## config.mk

```make
export PLATFORM = sky130hd
export DESIGN_NAME = light_seq_ctrl
export DESIGN_NICKNAME = d
export VERILOG_FILES = /design/src/rtl/light_seq_ctrl.sv
export SDC_FILE = /design/constraint.sdc
export NUM_CORES = 1
export LEC_CHECK = 0
export ABC_CLOCK_PERIOD_IN_PS = 1700
export CORE_UTILIZATION = 45
export CTS_CLUSTER_SIZE = 40
export DETAILED_ROUTE_END_ITERATION = 12
export MAX_ROUTING_LAYER = met4
export PLACE_DENSITY_LB_ADDON = 0.12
export SYNTH_ARGS = -nofsm -noshare
export SYNTH_HDL_FRONTEND = slang
export SYNTH_SLANG_ARGS = --single-unit
```

## constraint.sdc

```tcl
create_clock -name clk -period 1.7 [get_ports clk]
set_input_delay 0.34 -clock clk [delete_from_list [all_inputs] [get_ports clk]]
set_output_delay 0.34 -clock clk [all_outputs]
set_load 0.01 [all_outputs]
```

## src/rtl/light_seq_ctrl.sv

```systemverilog
// Tail-light request sequencer: divides the clock into lamp-step intervals,
// blinks granted turn signals over four intervals and arbitrates steady holds.
module light_seq_ctrl #(
    parameter int unsigned TICK_DIV = 4
) (
    input  logic clk,
    input  logic reset,
    input  logic left_req,
    input  logic right_req,
    input  logic brake_req,
    input  logic fog_req,
    input  logic alarm_req,
    output logic step,
    output logic left,
    output logic right,
    output logic brake,
    output logic fog,
    output logic alarm,
    output logic busy
);

    localparam int unsigned CW = $clog2(TICK_DIV);
    localparam logic [CW-1:0] DIV_LAST = CW'(TICK_DIV - 1);

    typedef enum logic [1:0] {S_IDLE, S_TURN, S_HOLD} state_t;
    typedef enum logic [2:0] {L_NONE, L_LEFT, L_RIGHT, L_BRAKE, L_FOG, L_ALARM} line_t;

    logic [CW-1:0] div_q, div_d;
    state_t        state_q, state_d;
    line_t         line_q, line_d;
    logic [1:0]    phase_q, phase_d;
    logic          pend_l_q, pend_l_d;
    logic          pend_r_q, pend_r_d;
    logic          rr_q, rr_d;
    logic          left_q, right_q, brake_q, fog_q, alarm_q;
    logic          decide;
    logic          grant_left;

    assign step = (div_q == DIV_LAST);
    assign busy = (state_q != S_IDLE);

    always_comb begin
        // NOTE: every variable driven here gets a default first, so no path can infer a latch.
        div_d      = step ? '0 : div_q + 1'b1;
        state_d    = state_q;
        line_d     = line_q;
        phase_d    = phase_q;
        rr_d       = rr_q;
        pend_l_d   = pend_l_q | left_req;
        pend_r_d   = pend_r_q | right_req;
        decide     = 1'b0;
        grant_left = pend_l_q && !(pend_r_q && rr_q);

        if (step) begin
            unique case (state_q)
                S_IDLE: decide = 1'b1;
                S_TURN: begin
                    if (phase_q == 2'd3) begin
                        decide = 1'b1;
                    end else begin
                        phase_d = phase_q + 2'd1;
                        line_d  = L_NONE;
                    end
                end
                S_HOLD: begin
                    if (alarm_req) begin
                        line_d = L_ALARM;
                    end else if (brake_req) begin
                        line_d = L_BRAKE;
                    end else if (line_q == L_FOG && (pend_l_q || pend_r_q)) begin
                        // Fog yields to a waiting turn via one dark interval.
                        state_d = S_IDLE;
                        line_d  = L_NONE;
                    end else if (fog_req) begin
                        line_d = L_FOG;
                    end else begin
                        state_d = S_IDLE;
                        line_d  = L_NONE;
                    end
                end
                default: begin
                    state_d = S_IDLE;
                    line_d  = L_NONE;
                end
            endcase
        end

        if (decide) begin
            phase_d = 2'd0;
            if (alarm_req) begin
                state_d = S_HOLD;
                line_d  = L_ALARM;
            end else if (brake_req) begin
                state_d = S_HOLD;
                line_d  = L_BRAKE;
            end else if (pend_l_q || pend_r_q) begin
                state_d = S_TURN;
                if (grant_left) begin
                    line_d   = L_LEFT;
                    pend_l_d = 1'b0;
                    rr_d     = 1'b1;
                end else begin
                    line_d   = L_RIGHT;
                    pend_r_d = 1'b0;
                    rr_d     = 1'b0;
                end
            end else if (fog_req) begin
                state_d = S_HOLD;
                line_d  = L_FOG;
            end else begin
                state_d = S_IDLE;
                line_d  = L_NONE;
            end
        end
    end

    // NOTE: reset is synchronous, so it only takes effect at a rising clock edge.
    always_ff @(posedge clk) begin
        if (!reset) begin
            div_q    <= '0;
            state_q  <= S_IDLE;
            line_q   <= L_NONE;
            phase_q  <= 2'd0;
            pend_l_q <= 1'b0;
            pend_r_q <= 1'b0;
            rr_q     <= 1'b0;
            left_q   <= 1'b0;
            right_q  <= 1'b0;
            brake_q  <= 1'b0;
            fog_q    <= 1'b0;
            alarm_q  <= 1'b0;
        end else begin
            div_q    <= div_d;
            state_q  <= state_d;
            line_q   <= line_d;
            phase_q  <= phase_d;
            pend_l_q <= pend_l_d;
            pend_r_q <= pend_r_d;
            rr_q     <= rr_d;
            left_q   <= (line_d == L_LEFT);
            right_q  <= (line_d == L_RIGHT);
            brake_q  <= (line_d == L_BRAKE);
            fog_q    <= (line_d == L_FOG);
            alarm_q  <= (line_d == L_ALARM);
        end
    end

    assign left  = left_q;
    assign right = right_q;
    assign brake = brake_q;
    assign fog   = fog_q;
    assign alarm = alarm_q;

endmodule

```

Word level (Yosys, flattened, before mapping)
Cells that the tools add are included.
{"block": "totals", "regBits": 17, "in_bits": 7, "out_inout_bits": 7, "elab_cells": 85}
{"block": "classes", "addsub": 2, "n_eq_ne": 14, "mux": 37, "bitwise": 6, "reduce_logical": 14}
{"cell": "two-way mux 3 bit", "count": 10}
{"cell": "two-way mux 2 bit", "count": 11}
{"cell": "two-way mux 1 bit", "count": 13}
{"cell": "== test 3 bit (second input constant)", "count": 3}
{"cell": "one-hot mux 3 bit (3 select lines)", "count": 1}
{"cell": "== test 2 bit (second input constant)", "count": 3}
{"cell": "== test 3 x 2 -> 1 bit (second input constant)", "count": 2}
{"cell": "!= test 3 bit (second input constant)", "count": 2}
{"cell": "OR reduction 2 bit", "count": 3}
{"cell": "AND reduction 5 bit", "count": 1}
{"cell": "adder 2 x 1 -> 2 bit (second input constant)", "count": 2}
{"cell": "!= test 4 bit (second input constant)", "count": 1}
{"cell": "inverter 1 bit", "count": 4}
{"cell": "one-hot mux 2 bit (2 select lines)", "count": 1}
{"cell": "AND reduction 4 bit", "count": 1}
{"cell": "nonzero test 2 bit", "count": 2}
{"cell": "== test 3 x 1 -> 1 bit (second input constant)", "count": 1}
{"cell": "logical AND 1 bit", "count": 3}
{"cell": "AND reduction 3 bit", "count": 1}
{"cell": "== test 2 x 1 -> 1 bit (second input constant)", "count": 1}
{"cell": "zero test 2 bit", "count": 1}
{"cell": "!= test 2 x 1 -> 1 bit (second input constant)", "count": 1}
{"cell": "bitwise OR 1 bit", "count": 2}
{"cell": "one-hot mux 1 bit (2 select lines)", "count": 1}
{"cell": "other kinds (2)", "count": 2}

Logic depth before layout (Yosys ltp)
Gate-level depths: netlist (run 1).
{"block": "logic_depth", "depth_word": 9, "ltp_mapped": 6, "mapped_depth_nobuf": 5}

Least setup slack after synthesis (run 1)
Ideal clock, no wire load.
{"block": "synth_timing", "path_kind": "register to register", "from": "register div_q[0]", "to": "register alarm_q (netlist: alarm)", "setup_ns": 0.087, "arrival_time_ns": 1.656, "required_ns": 1.613, "path_slack_ns": -0.043, "stages_incl_launch_ff": 7, "path_buffers": 1, "synth_period_minus_slack_ns": 1.743, "cell_sequence": "dfxtp_1 ha_1 buf_4 nand2b_1 o311a_1 or3_4 nor4b_4"}
{"block": "synth_between", "elab_chain_len": 4, "elab_cells_between_ends": 5, "classes_between": "2 x eq/ne; 3 x mux"}
{"item": "start, declared", "line_no": "28", "rtl": "logic [CW-1:0] div_q, div_d;"}
{"item": "start signal, assigned", "line_no": "133", "rtl": "div_q <= div_d;"}
{"item": "== test 2 bit (*)", "line_no": "39", "rtl": "assign step = (div_q == DIV_LAST);"}
{"item": "net step", "line_no": "13", "rtl": "output logic step,"}
{"item": "two-way mux 3 bit / two-way mux 1 bit (equally long branches)", "line_no": "54", "rtl": "if (step) begin"}
{"item": "two-way mux 3 bit (*)", "line_no": "88", "rtl": "if (decide) begin"}
{"item": "== test 3 bit (*)", "line_no": "144", "rtl": "alarm_q <= (line_d == L_ALARM);"}
{"item": "end signal, assigned", "line_no": "144"}
{"item": "end, declared", "line_no": "35", "rtl": "logic left_q, right_q, brake_q, fog_q, alarm_q;"}
Mark *: on every way through the listed nets, which the timed path passes. The rest lies on a longest branch.
A chain may end at the register's enable or synchronous reset.

Final worst setup path (run 1)
{"block": "layout_timing", "from": "input alarm_req", "to": "register alarm_q (netlist: alarm)"}
{"block": "layout_between", "elab_chain_len": 5, "elab_cells_between_ends": 6, "classes_between": "1 x eq/ne; 5 x mux"}
{"item": "start, declared", "line_no": "12", "rtl": "input logic alarm_req,"}
{"item": "two-way mux 3 bit", "line_no": "66", "rtl": "if (alarm_req) begin"}
{"item": "one-hot mux 3 bit (3 select lines)", "line_no": "55", "rtl": "unique case (state_q)"}
{"item": "two-way mux 3 bit", "line_no": "54"}
{"item": "two-way mux 3 bit (*)", "line_no": "88"}
{"item": "== test 3 bit (*)", "line_no": "144"}
Every way passes the cells marked *; elsewhere a longest branch is shown, timed or not.

==> results of run 1 <==
## per-stage QoR
step	util [%]	TNS, ps	hold WS, ps	setup slack [ps]
final	67.0	0	445	28.1
after global routing	67.0	-38.2	474	-20.4
after CTS	65.9	0	448	7.37
after global placement	63.4	-1390	420	-283
after detailed placement	63.4	-1540	429	-330
after floorplan	-	0	409	23.1
## logic make-up after synthesis
family | share of synthesized area, %
buffers and inverters | 3.11
adders and majority gates | 2.96
AOI/OAI and AO/OA | 20.4
DFF | 40.3
and+or+nand+nor | 33.2
## what timing repair did
action	CTS	global route
buffers inserted	0	0
setup endpoints to repair	6	5
resized for setup	6	6
pin swaps	0	4
## sequential cells by signal, summed over array words and instances, names as in the netlist
signal    flops
phase_q       2
pend_l_q      1
rr_q          1
brake         1
state_q       2
right         1
div_q         2
left          1
line_q        3
fog           1
alarm         1
pend_r_q      1
## per-layer routing
metal,vias to the layer above,GRT usage (%),routed length (um)
met4,0,4.24,8
met3,2,4.80,44
met2,13,34.8,951
met1,354,25.7,894
met5,-,-,0
li1,399,-,-
## area by class of cell
cell class | count | area, um^2 | area share, %
Multi-Input combinational cell | 67 | 513 | 43.9
Clock inverter | 1 | 5.00 | 0.428
Tap cell | 25 | 31.3 | 2.67
Sequential cell | 17 | 344 | 29.4
Clock buffer | 3 | 22.5 | 1.93
Timing Repair Buffer | 27 | 235 | 20.1
Inverter | 5 | 18.8 | 1.60
## cell usage in the layout, fill, tap and decap left out, drive strengths merged, types with 2 or more instances in the layout
cell type	count
dfxtp	17
buf	14
clkdlybuf4s50	10
a21oi	7
nand2b	6
nor2	5
inv	5
nand2	4
o21ai	4
nor2b	3
nand3	3
clkbuf	3
a211oi	3
nor4b	3
a21o	2
nor3	2
dlygate4sd2	2
and2b	2
and3	2
ha	2
## power by group through the flow
stage          logic [mW]  registers [mW]  clock network (mW)
3_3_place_gp        0.180           0.451                   0
5_1_grt             0.204           0.450               0.240
2_1_floorplan       0.103           0.448                   0
3_5_place_dp        0.182           0.451                   0
4_1_cts             0.181           0.446               0.222
6_report            0.185           0.447               0.221
## synth_stat cells
cell type,count
and2b_2,1
o311a_1,1
or2_2,1
a22oi_1,1
ha_1,2
nand3_1,3
nor4_2,1
a2bb2oi_1,1
nor4b_1,2
or3_4,1
nor4b_4,1
a311oi_1,1
a21oi_1,7
nand2_1,4
o31a_1,1
and3_1,1
nand2b_4,1
inv_2,2
o21ai_0,4
o221a_1,1
nand2b_1,5
buf_4,1
dfxtp_1,17
and3_2,1
a21o_1,2
nor3b_1,1
and2_1,1
and4_4,1
o2111ai_1,1
nor3_1,2
nand3b_1,1
and2b_1,1
or4_1,1
a211oi_1,3
a21boi_0,1
o41ai_1,1
nand4_1,1
nor2b_1,3
nor2_1,5
or4b_1,1
inv_1,3
## final timing paths
kind	from	slack, ps	endpoint	depth (start not counted)
max reg2reg	div_q[0]$_SDFF_PP0_	60	alarm$_SDFF_PN0_	5
max	alarm_req	30	alarm$_SDFF_PN0_	5
min	div_q[0]$_SDFF_PP0_	440	div_q[0]$_SDFF_PP0_	1
min reg2reg	div_q[0]$_SDFF_PP0_	440	div_q[0]$_SDFF_PP0_	1
==> out/results.md, run 1 <==
| Metric | This run | Unit |
| --- | --- | --- |
| Cell family contributing the most delay on the critical path | simple AND/OR/NAND/NOR gates | - |
| Slew of the pin with the lowest slew margin | 393 | ps |
| Number of failing setup endpoints in the final timing report | 0 | - |
| RSZ-0062 raised after global routing | yes | - |
| Total wire length | 1900 | um |
| Total internal power | 0.616 | mW |
| Combined buffer and inverter count along the critical path | 1 | - |
| Critical path endpoint category | flop | - |
| Maximum number of pins on one net before global-route repair | 11 | - |
| First-pass GRT wire length | 3080 | um |
| # H-tree levels | 1 | - |
| Die area | 0.00205 | mm^2 |
| Count of mapped cells out of synthesis | 90 | - |
| Average instance area after synthesis | 9.38 | um^2 |
| Routability congestion estimate | 0.871 | - |
| Number of global-route vias before repair | 707 | - |
| Data arrival time at the worst-slack endpoint | 1880 | ps |
| Hold violation total from the final report | 0 | - |
| Final design area excluding fillers | 0.00117 | mm^2 |
| Post-synth net total | 99 | - |
| Library cell with the largest summed area after synthesis | dfxtp_1 | - |
| Kind of path behind the tightest hold check | flop to flop | - |
| Proportion of synthesized chip area in sequential cells | 40.3 | % |
| Number of rows in the core area | 15 | - |
| Number of buffers inserted for hold repair after clock tree synthesis | 0 | - |
| Fmax | 0.598 | GHz |
| Number of flip-flops and latches in the synthesized netlist | 17 | - |
| Post-synthesis to final-layout area growth | 38.5 | % |
| Total net switching power | 0.237 | mW |
| Starting utilization of the core area | 48.4 | % |
| Comb pwr share | 21.6 | % |
| Vert. Die Dim | 45.3 | um |
| IO Port Bufs | 13 | - |
| Pre-Repair DR Iteration Count | 4 | - |
| Required time of the critical path | 1910 | ps |
| Total CTS buffers | 3 | - |
| GRT overflow | 0 | - |
| Total power consumption of the routed design | 0.853 | mW |
| Run status | completed | - |
| Number of nets with antenna violations after routing | 0 | - |
| Proportion of netlist area held by the largest area contributor | 40.3 | % |
| Clk pwr share | 26.0 | % |
| Longest individual stage delay on the worst path | 530 | ps |
| Static leakage | 0.455 | nW |
| Clock slew at the register clock pins of the worst setup and hold paths | 110 | ps |
| Average wire per cell in the routed design | 13.1 | um |
| Min cycle time layout | 1670 | ps |
| Area post-placement | 0.00111 | mm^2 |
| Number of antenna violations at the first check in global routing | 0 | - |
| Antenna Cells | 0 | - |
| DR DRC count | 0 | - |
| Seq pwr share | 52.4 | % |
| Final clock skew | 1.92 | ps |
| Via density | 5.30 | - |
| Sink Count | 17 | - |
| Source-to-sink clock delay at the later pin of the worst-skew pair | 280 | ps |
| Final cycle utilization of the critical path | 98.3 | % |
| Violation count after the first detailed-routing iteration | 15 | - |
| Number of warnings printed during yosys synthesis | 0 | - |
| Number of vias after detailed routing | 768 | - |
| Largest buffer count on any clock path | 2 | - |
| Fraction of layout instances using a drive strength above 1 | 30.8 | % |
| Setup Crit Path Kind | input port to flop | - |
| Crit start category | input port | - |
| Post-detail-place hpwl | 1470 | um |
| Clock root buffer master | clkbuf_4 | - |
| Maximum vdd drop | 0.000496 | V |
| Cell types occupying the most area after synthesis | dfxtp_1 (40%), a21oi_1 (4.1%), nand2b_1 (3.7%) | - |
| Max Cap Viol | 0 | - |
| Largest driver fanout on the critical path | 4 | - |
| Top-level I/O count | 14 | - |
| Fraction of power spent switching nets | 27.7 | % |
| Cell-by-cell listing of the critical path | clkdlybuf4s50_1 > nor3b_1 > o311a_1 > or3_4 > nor4b_4 | - |
| Mapped cell area | 845 | um^2 |
| Worst-case headroom to the max-slew limit | 73.4 | % |
| Power density over the cells | 729 | mW/mm^2 |
| Number of fill cells in the layout | 149 | - |
| Final layout net count | 130 | - |
| Total routing resource utilization after global routing | 20.9 | % |
| Count of pins over their slew limit | 0 | - |
| Layout Cells excl Fill | 145 | - |
| TritonCTS clock tree | built | - |
| Die X | 45.3 | um |
| Unique cell type count in the Yosys netlist | 41 | - |
| Worst path slowest cell | clkdlybuf4s50_1 | - |
| Total instance count after detailed placement | 141 | - |
| Core footprint | 0.00175 | mm^2 |
Power figures use the tool's default switching activity.
==> run 2: changes to the inputs <==
--- a/config.mk
+++ b/config.mk
@@ -5,8 +5,8 @@
 export SDC_FILE = /design/constraint.sdc
 export NUM_CORES = 1
 export LEC_CHECK = 0
-export ABC_CLOCK_PERIOD_IN_PS = 1700
-export CORE_UTILIZATION = 45
+export ABC_CLOCK_PERIOD_IN_PS = 2200
+export CORE_UTILIZATION = 51
 export CTS_CLUSTER_SIZE = 40
 export DETAILED_ROUTE_END_ITERATION = 12
 export MAX_ROUTING_LAYER = met4
==> constraint.sdc (replaced) <==
create_clock -name clk -period 2.2 [get_ports clk]
set_input_delay 0.44 -clock clk [delete_from_list [all_inputs] [get_ports clk]]
set_output_delay 0.44 -clock clk [all_outputs]
set_load 0.01 [all_outputs]
==> run 2 against run 1 <==
  * Critical path type is now flop to primary output
  * Routed wire length decreased by 3.0%
  * Global-route usage increased by 3.1 points
  * Final cell count decreased by 12%
  * Register-to-register slack improved by 260 ps
  * Clock skew increased by 2.2 ps
  * Via count decreased by 0.65%
  * Clock-buffer cell count increased by 1
  * Hold slack improved by 4.1 ps
  * Critical path depth decreased by 3
  * Sequential power decreased by 23%
  * First-iteration DRC count decreased by 27%
  * Worst setup slack improved by 160 ps
==> out/results.md, run 2 (synthesis gave the netlist of run 1 again) <==
| Metric | This run | Unit | Delta |
| --- | --- | --- | --- |
| Fmax | 0.497 | GHz |  |
| Clock root buffer master | clkbuf_4 | - |  |
| Source-to-sink clock delay at the later pin of the worst-skew pair | 280 | ps | about the same |
| Static leakage | 0.387 | nW | -15% |
| DR DRC count | 0 | - | unchanged |
| Number of nets with antenna violations after routing | 0 | - | unchanged |
| Fraction of layout instances using a drive strength above 1 | 17.1 | % | -14 points |
| Sequential cell area | 340 | um^2 | -1.1% |
| Total wire length | 1840 | um | -3.0% |
| Comb pwr share | 20.4 | % | -1.2 points |
| Total CTS buffers | 3 | - | unchanged |
| GRT overflow | 0 | - | unchanged |
| Largest buffer count on any clock path | 2 | - | unchanged |
| Total internal power | 0.470 | mW | -24% |
| Number of fill cells in the layout | 119 | - | -20% |
| FF-to-FF setup slack | 320 | ps | +260 ps |
| RSZ-0062 raised after global routing | no | - |  |
| WHS | 449 | ps | +4.13 ps |
| Core footprint | 0.00152 | mm^2 | -13% |
| Required time of the critical path | 1760 | ps | -150 ps |
| Count of pins over their slew limit | 0 | - | unchanged |
| Top-level I/O count | 14 | - | unchanged |
| Largest driver fanout on the critical path | 13 | - | +9 |
| Slew of the pin with the lowest slew margin | 405 | ps | +11.1 ps |
| Die area | 0.00182 | mm^2 | -11% |
| Layout Cells excl Fill | 127 | - | -12% |
| Number of antenna violations at the first check in global routing | 0 | - | unchanged |
| Multi-input gate area in the final layout | 480 | um^2 | -6.3% |
| Kind of path behind the tightest hold check | flop to flop | - |  |
| Pre-Repair DR Iteration Count | 4 | - | unchanged |
| Number of buffers inserted for hold repair after clock tree synthesis | 0 | - | unchanged |
| Power density over the cells | 605 | mW/mm^2 | -17% |
| Final TNS setup | 0 | ps | unchanged |
| IO Port Bufs | 13 | - | unchanged |
| Via density | 6.01 | - | +13% |
| Final layout net count | 121 | - | -6.9% |
| Antenna Cells | 0 | - | unchanged |
| TritonCTS clock tree | built | - |  |
| Setup Crit Path Kind | flop to primary output | - |  |
| Clock slew at the register clock pins of the worst setup and hold paths | 100 | ps | about the same |
| Final clock skew | 4.17 | ps | +2.25 ps |
| Number of rows in the core area | 14 | - | -1 |
| Total power consumption of the routed design | 0.637 | mW | -25% |
| Max Cap Viol | 0 | - | unchanged |
| # H-tree levels | 1 | - | unchanged |
| Total routing resource utilization after global routing | 24.0 | % | +3.1 points |
| Largest register FFs | 3 | - | unchanged |
| Most common library cell in the layout ignoring fill and taps | dfxtp_1 | - |  |
| Crit start category | flop | - |  |
| Starting utilization of the core area | 55.4 | % | +7.0 points |
| Largest register by flop count | line_q | - |  |
| Post-detail-place hpwl | 1390 | um | -5.3% |
| Commonest cells after routing, fill and taps aside | dfxtp_1 (17), clkdlybuf4s50_1 (13), a21oi_1 (7) | - |  |
| Maximum vdd drop | 0.000410 | V | -17% |
| Number of failing setup endpoints in the final timing report | 0 | - | unchanged |
| Number of global-route vias before repair | 746 | - | +5.5% |
| Total instance count after detailed placement | 123 | - | -13% |
| First-pass GRT wire length | 3240 | um | +5.2% |
| Min cycle time layout | 2010 | ps |  |
| Setup slack at placement | 41.4 | ps | +372 ps |
| Routability congestion estimate | 0.836 | - | -4.0% |
| Setup WS post-layout | 186 | ps | +158 ps |
| Seq pwr share | 53.9 | % | +1.5 points |
| Fraction of power spent switching nets | 26.3 | % | -1.4 points |
| Total net switching power | 0.168 | mW | -29% |
| Post-synthesis to final-layout area growth | 24.7 | % |  |
| Clk pwr share | 25.7 | % | -0.3 points |
| Run status | completed | - |  |
| Maximum number of pins on one net before global-route repair | 14 | - | +3 |
| Vert. Die Dim | 42.7 | um | -5.8% |
| Violation count after the first detailed-routing iteration | 11 | - | -4 |
| Worst-case headroom to the max-slew limit | 72.7 | % | -0.75 points |
| Sink Count | 17 | - | unchanged |
| Average wire per cell in the routed design | 14.5 | um | +11% |
| Hold violation total from the final report | 0 | - | unchanged |
| Final cycle utilization of the critical path | 91.5 | % |  |
| Number of vias after detailed routing | 763 | - | -0.65% |
| Die X | 42.7 | um | -5.8% |
| Data arrival time at the worst-slack endpoint | 1570 | ps | -310 ps |
| Critical path endpoint category | primary output | - |  |
[run 2: final timing paths]
check	startpoint	endpoint	cells after the start
worst min register to register	div_q[0]$_SDFF_PP0_	div_q[0]$_SDFF_PP0_	1
worst max-delay path	div_q[0]$_SDFF_PP0_	step	2
worst min-delay path	div_q[0]$_SDFF_PP0_	div_q[0]$_SDFF_PP0_	1
worst max register to register	div_q[0]$_SDFF_PP0_	alarm$_SDFF_PN0_	5
[run 2: power by group through the flow]
stage | Combinational (mW) | Clock, mW | Sequential, mW
finish | 0.130 | 0.164 | 0.344
global route | 0.144 | 0.178 | 0.346
CTS | 0.129 | 0.167 | 0.343
detailed placement | 0.129 | 0 | 0.350
global placement | 0.127 | 0 | 0.349
floorplan | 0.0789 | 0 | 0.346
[run 2: critical path, stage by stage (launching register included)]
cell and delay, ps:
dfxtp_1 360, ha_2 350, clkdlybuf4s50_1 590
[run 2: metrics by stage]
| step | utilization, % | cell area [um^2] |
|---|---|---|
| 2_1_floorplan | - | 845 |
| 3_3_place_gp | 67.2 | 1020 |
| 3_5_place_dp | 67.2 | 1020 |
| 4_1_cts | 69.0 | 1050 |
| 5_1_grt | 69.1 | 1050 |
| 6_report | 69.1 | 1050 |
[run 2: what timing repair did]
item / 4_1_cts / 5_1_grt
hold endpoints to repair: 0 / 0
gates resized for setup: 0 / 1
buffers inserted: 0 / 0
endpoints found under the setup margin: 0 / 1
[run 2: final cells by class]
type                    instances  share of cell area [%]
clock buffers                   4                    2.49
inverters                       5                    1.78
multi-input cells              67                    45.6
flip-flops and latches         17                    32.3
well taps                      16                    1.90
repair buffers                 18                    15.9
[run 2: metal layers]
metal | vias to the layer above | global-route usage [%] | wire length, um | part of all wire [%]
met2 | 13 | 42.7 | 959 | 52
met1 | 366 | 27.9 | 828 | 45
met3 | 4 | 3.83 | 33 | 1.8
li1 | 380 | - | - | -
met4 | 0 | 5.63 | 20 | 1.1
met5 | - | - | 0 | 0
==> run 3: changes to the inputs <==
--- a/config.mk
+++ b/config.mk
@@ -6,9 +6,13 @@
 export NUM_CORES = 1
 export LEC_CHECK = 0
 export ABC_CLOCK_PERIOD_IN_PS = 2200
-export CORE_UTILIZATION = 51
+export CELL_PAD_IN_SITES_DETAIL_PLACEMENT = 0
+export CELL_PAD_IN_SITES_GLOBAL_PLACEMENT = 1
+export CORE_UTILIZATION = 44
+export CTS_BUF_LIST = sky130_fd_sc_hd__clkbuf_4 sky130_fd_sc_hd__clkbuf_8
 export CTS_CLUSTER_SIZE = 40
 export DETAILED_ROUTE_END_ITERATION = 12
+export HOLD_SLACK_MARGIN = 0.15
 export MAX_ROUTING_LAYER = met4
 export PLACE_DENSITY_LB_ADDON = 0.12
 export SYNTH_ARGS = -nofsm -noshare
==> run 3 against run 2 <==
  * Clock skew is 1.7 ps higher
  * Maximum frequency rose by 0.39%
  * Sequential power hardly changed
  * Clock-buffer cell count did not move
  * Final area up 1.4%
  * Global-route usage shrank 3.6 points
==> out/results.md, run 3 (synthesis gave the netlist of run 1 again) <==
| Metric | This run | Unit | Delta |
| --- | --- | --- | --- |
| Run status | completed | - |  |
| Final clock skew | 5.84 | ps | +1.66 ps |
| Max Cap Viol | 0 | - | unchanged |
| FF-to-FF Start | div_q[0]$_SDFF_PP0_ | - |  |
| Worst hold stages | 1 | - | unchanged |
| Commonest cells after routing, fill and taps aside | dfxtp_1 (17), clkdlybuf4s50_1 (13), a21oi_1 (7) | - |  |
| Top-level I/O count | 14 | - | unchanged |
| Number of vias after detailed routing | 758 | - | -0.66% |
| Worst hold path startpoint | div_q[0]$_SDFF_PP0_ | - |  |
| Total power consumption of the routed design | 0.653 | mW | +2.4% |
| Cell depth of the worst flop-to-flop path | 5 | - | unchanged |
| Final cycle utilization of the critical path | 91.2 | % | -0.36 points |
| Hold violation total from the final report | 0 | - | unchanged |
| Pre-Repair DR Iteration Count | 4 | - | unchanged |
| Min cycle time layout | 2010 | ps | -7.83 ps |
| Largest register by flop count | line_q | - |  |
| Number of failing setup endpoints in the final timing report | 0 | - | unchanged |
| Met3 track demand over resource | 3.57 | % | -0.26 points |
| Slew of the pin with the lowest slew margin | 437 | ps | +32.5 ps |
| Total wire length | 1800 | um | -2.2% |
| Die X | 45.8 | um | +7.3% |
| First-pass GRT wire length | 2920 | um | -10% |
| Number of rows in the core area | 15 | - | +1 |
| Longest individual stage delay on the worst path | 590 | ps | about the same |
| Number of fill cells in the layout | 172 | - | +45% |
| Final layout net count | 121 | - | unchanged |
| Area post-placement | 0.00104 | mm^2 | +1.1% |
| Violation count after the first detailed-routing iteration | 23 | - | +12 |
| Die area | 0.00210 | mm^2 | +15% |
| Clock slew at the register clock pins of the worst setup and hold paths | 100 | ps | about the same |
| Largest register FFs | 3 | - | unchanged |
| Critical path endpoint category | primary output | - |  |
| FF-to-FF setup slack | 330 | ps | about the same |
| Average wire per cell in the routed design | 13.2 | um | -8.7% |
| Sink Count | 17 | - | unchanged |
| Crit start category | flop | - |  |
| Antenna Cells | 0 | - | unchanged |
| Endpoint of the worst hold path | div_q[0]$_SDFF_PP0_ | - |  |
| Number of antenna violations at the first check in global routing | 0 | - | unchanged |
| Layout Cells excl Fill | 136 | - | +7.1% |
| Total CTS buffers | 3 | - | unchanged |
| Starting utilization of the core area | 47.9 | % | -7.5 points |
| Final design area excluding fillers | 0.00107 | mm^2 | +1.4% |
| Maximum number of pins on one net before global-route repair | 14 | - | unchanged |
| Clock root buffer master | clkbuf_4 | - |  |
| Number of global-route vias before repair | 649 | - | -13% |
| Required time of the critical path | 1760 | ps | about the same |
| Count of pins over their slew limit | 0 | - | unchanged |
| Crit Reg-Reg Endpoint | alarm$_SDFF_PN0_ | - |  |
| Met2 track utilization from global routing | 30.3 | % | -12 points |
| Routability congestion estimate | 0.848 | - | +1.4% |
| TritonCTS clock tree | built | - |  |
| Total routing resource utilization after global routing | 20.3 | % | -3.6 points |
| Fraction of layout instances using a drive strength above 1 | 18.0 | % | +0.90 points |
| Post-synthesis to final-layout area growth | 26.5 | % |  |
| Cell-by-cell listing of the critical path | ha_2 > clkdlybuf4s50_1 | - |  |
| Largest buffer count on any clock path | 2 | - | unchanged |
| Worst-case headroom to the max-slew limit | 70.9 | % | -1.8 points |
| Most common library cell in the layout ignoring fill and taps | dfxtp_1 | - |  |
| # H-tree levels | 1 | - | unchanged |
| Data arrival time at the worst-slack endpoint | 1570 | ps | about the same |
| Power density over the cells | 611 | mW/mm^2 | +0.95% |
| Vert. Die Dim | 45.8 | um | +7.3% |
| Static leakage | 0.391 | nW | +0.88% |
| Via density | 5.57 | - | -7.2% |
| Setup Crit Path Kind | flop to primary output | - |  |
| WHS | 440 | ps | -9.10 ps |
| GRT overflow | 0 | - | unchanged |
| Post-detail-place hpwl | 1370 | um | -1.9% |
| Total instance count after detailed placement | 132 | - | +7.3% |
| Peak-usage layer in the global routing report | met2 | - |  |
| Number of nets with antenna violations after routing | 0 | - | unchanged |
| Core footprint | 0.00176 | mm^2 | +16% |
| Fmax | 0.499 | GHz | +0.39% |
| Largest driver fanout on the critical path | 13 | - | unchanged |
| RSZ-0062 raised after global routing | no | - |  |
| Final TNS setup | 0 | ps | unchanged |
| M1 GR Usage | 26.3 | % | -1.6 points |
| Worst path slowest cell | clkdlybuf4s50_1 | - |  |
| IO Port Bufs | 13 | - | unchanged |
| Maximum vdd drop | 0.000318 | V | -22% |
| Kind of path behind the tightest hold check | flop to flop | - |  |
| DR DRC count | 0 | - | unchanged |
| Source-to-sink clock delay at the later pin of the worst-skew pair | 290 | ps | about the same |
-- run 3: changes by cell type in the layout (fill, tap and decap cells not counted) --
cell | before | now
clkbuf_4 | 3 | 4
clkbuf_1 | 1 | 0
-- run 3: metal layers --
layer  vias to the layer above  wire length [um]
met4                         0                15
met2                        29               865
met5                         -                 0
met3                         2               106
met1                       350               814
li1                        377                 -
-- run 3: power breakdown --
group / total, mW / switching (mW) / internal [mW] / leakage [nW]
combinational: 0.131 / 0.0567 / 0.0739 / 0.234
clock: 0.180 / 0.0976 / 0.0827 / 0.0184
sequential: 0.342 / 0.0160 / 0.326 / 0.139
total: 0.653 / 0.170 / 0.482 / 0.391
-- run 3: how the worst max path moves through the flow --
stage,startpoint,endpoint,slack [ps]
after floorplan,div_q[0]$_SDFF_PP0_,alarm$_SDFF_PN0_,460
after global placement,brake_req,fog$_SDFF_PN0_,20
after detailed placement,brake_req,fog$_SDFF_PN0_,20
after CTS,div_q[0]$_SDFF_PP0_,step,20
after global routing,div_q[0]$_SDFF_PP0_,step,90
final,div_q[0]$_SDFF_PP0_,step,190
-- run 3: stage by stage --
step | setup slack, ps | util [%]
final | 194 | 60.6
after global routing | 92.3 | 60.6
after CTS | 17.9 | 60.4
after global placement | 21.9 | 58.7
after floorplan | 457 | -
after detailed placement | 22.9 | 58.7
-- run 3: cell type report --
class,instances,area (um^2),share of cell area [%]
Clock buffer,4,30.0,2.81
Sequential cell,17,340,31.9
Timing Repair Buffer,18,168,15.7
Multi-Input combinational cell,67,480,45.0
Inverter,5,18.8,1.76
Tap cell,25,31.3,2.93
-- run 3: what timing repair did --
action | CTS | global route
buffers inserted | 0 | 0
hold endpoints to repair | 0 | 0
resized for setup | 0 | 1
setup endpoints to repair | 0 | 1
hold buffers | 0 | 0
-- run 3: critical path: cells and delay by family (launching register included) --
family                   cells  cell delay, ps
adder cells (fa/ha/maj)      1             340
buffers and inverters        1             590
flip-flops                   1             350
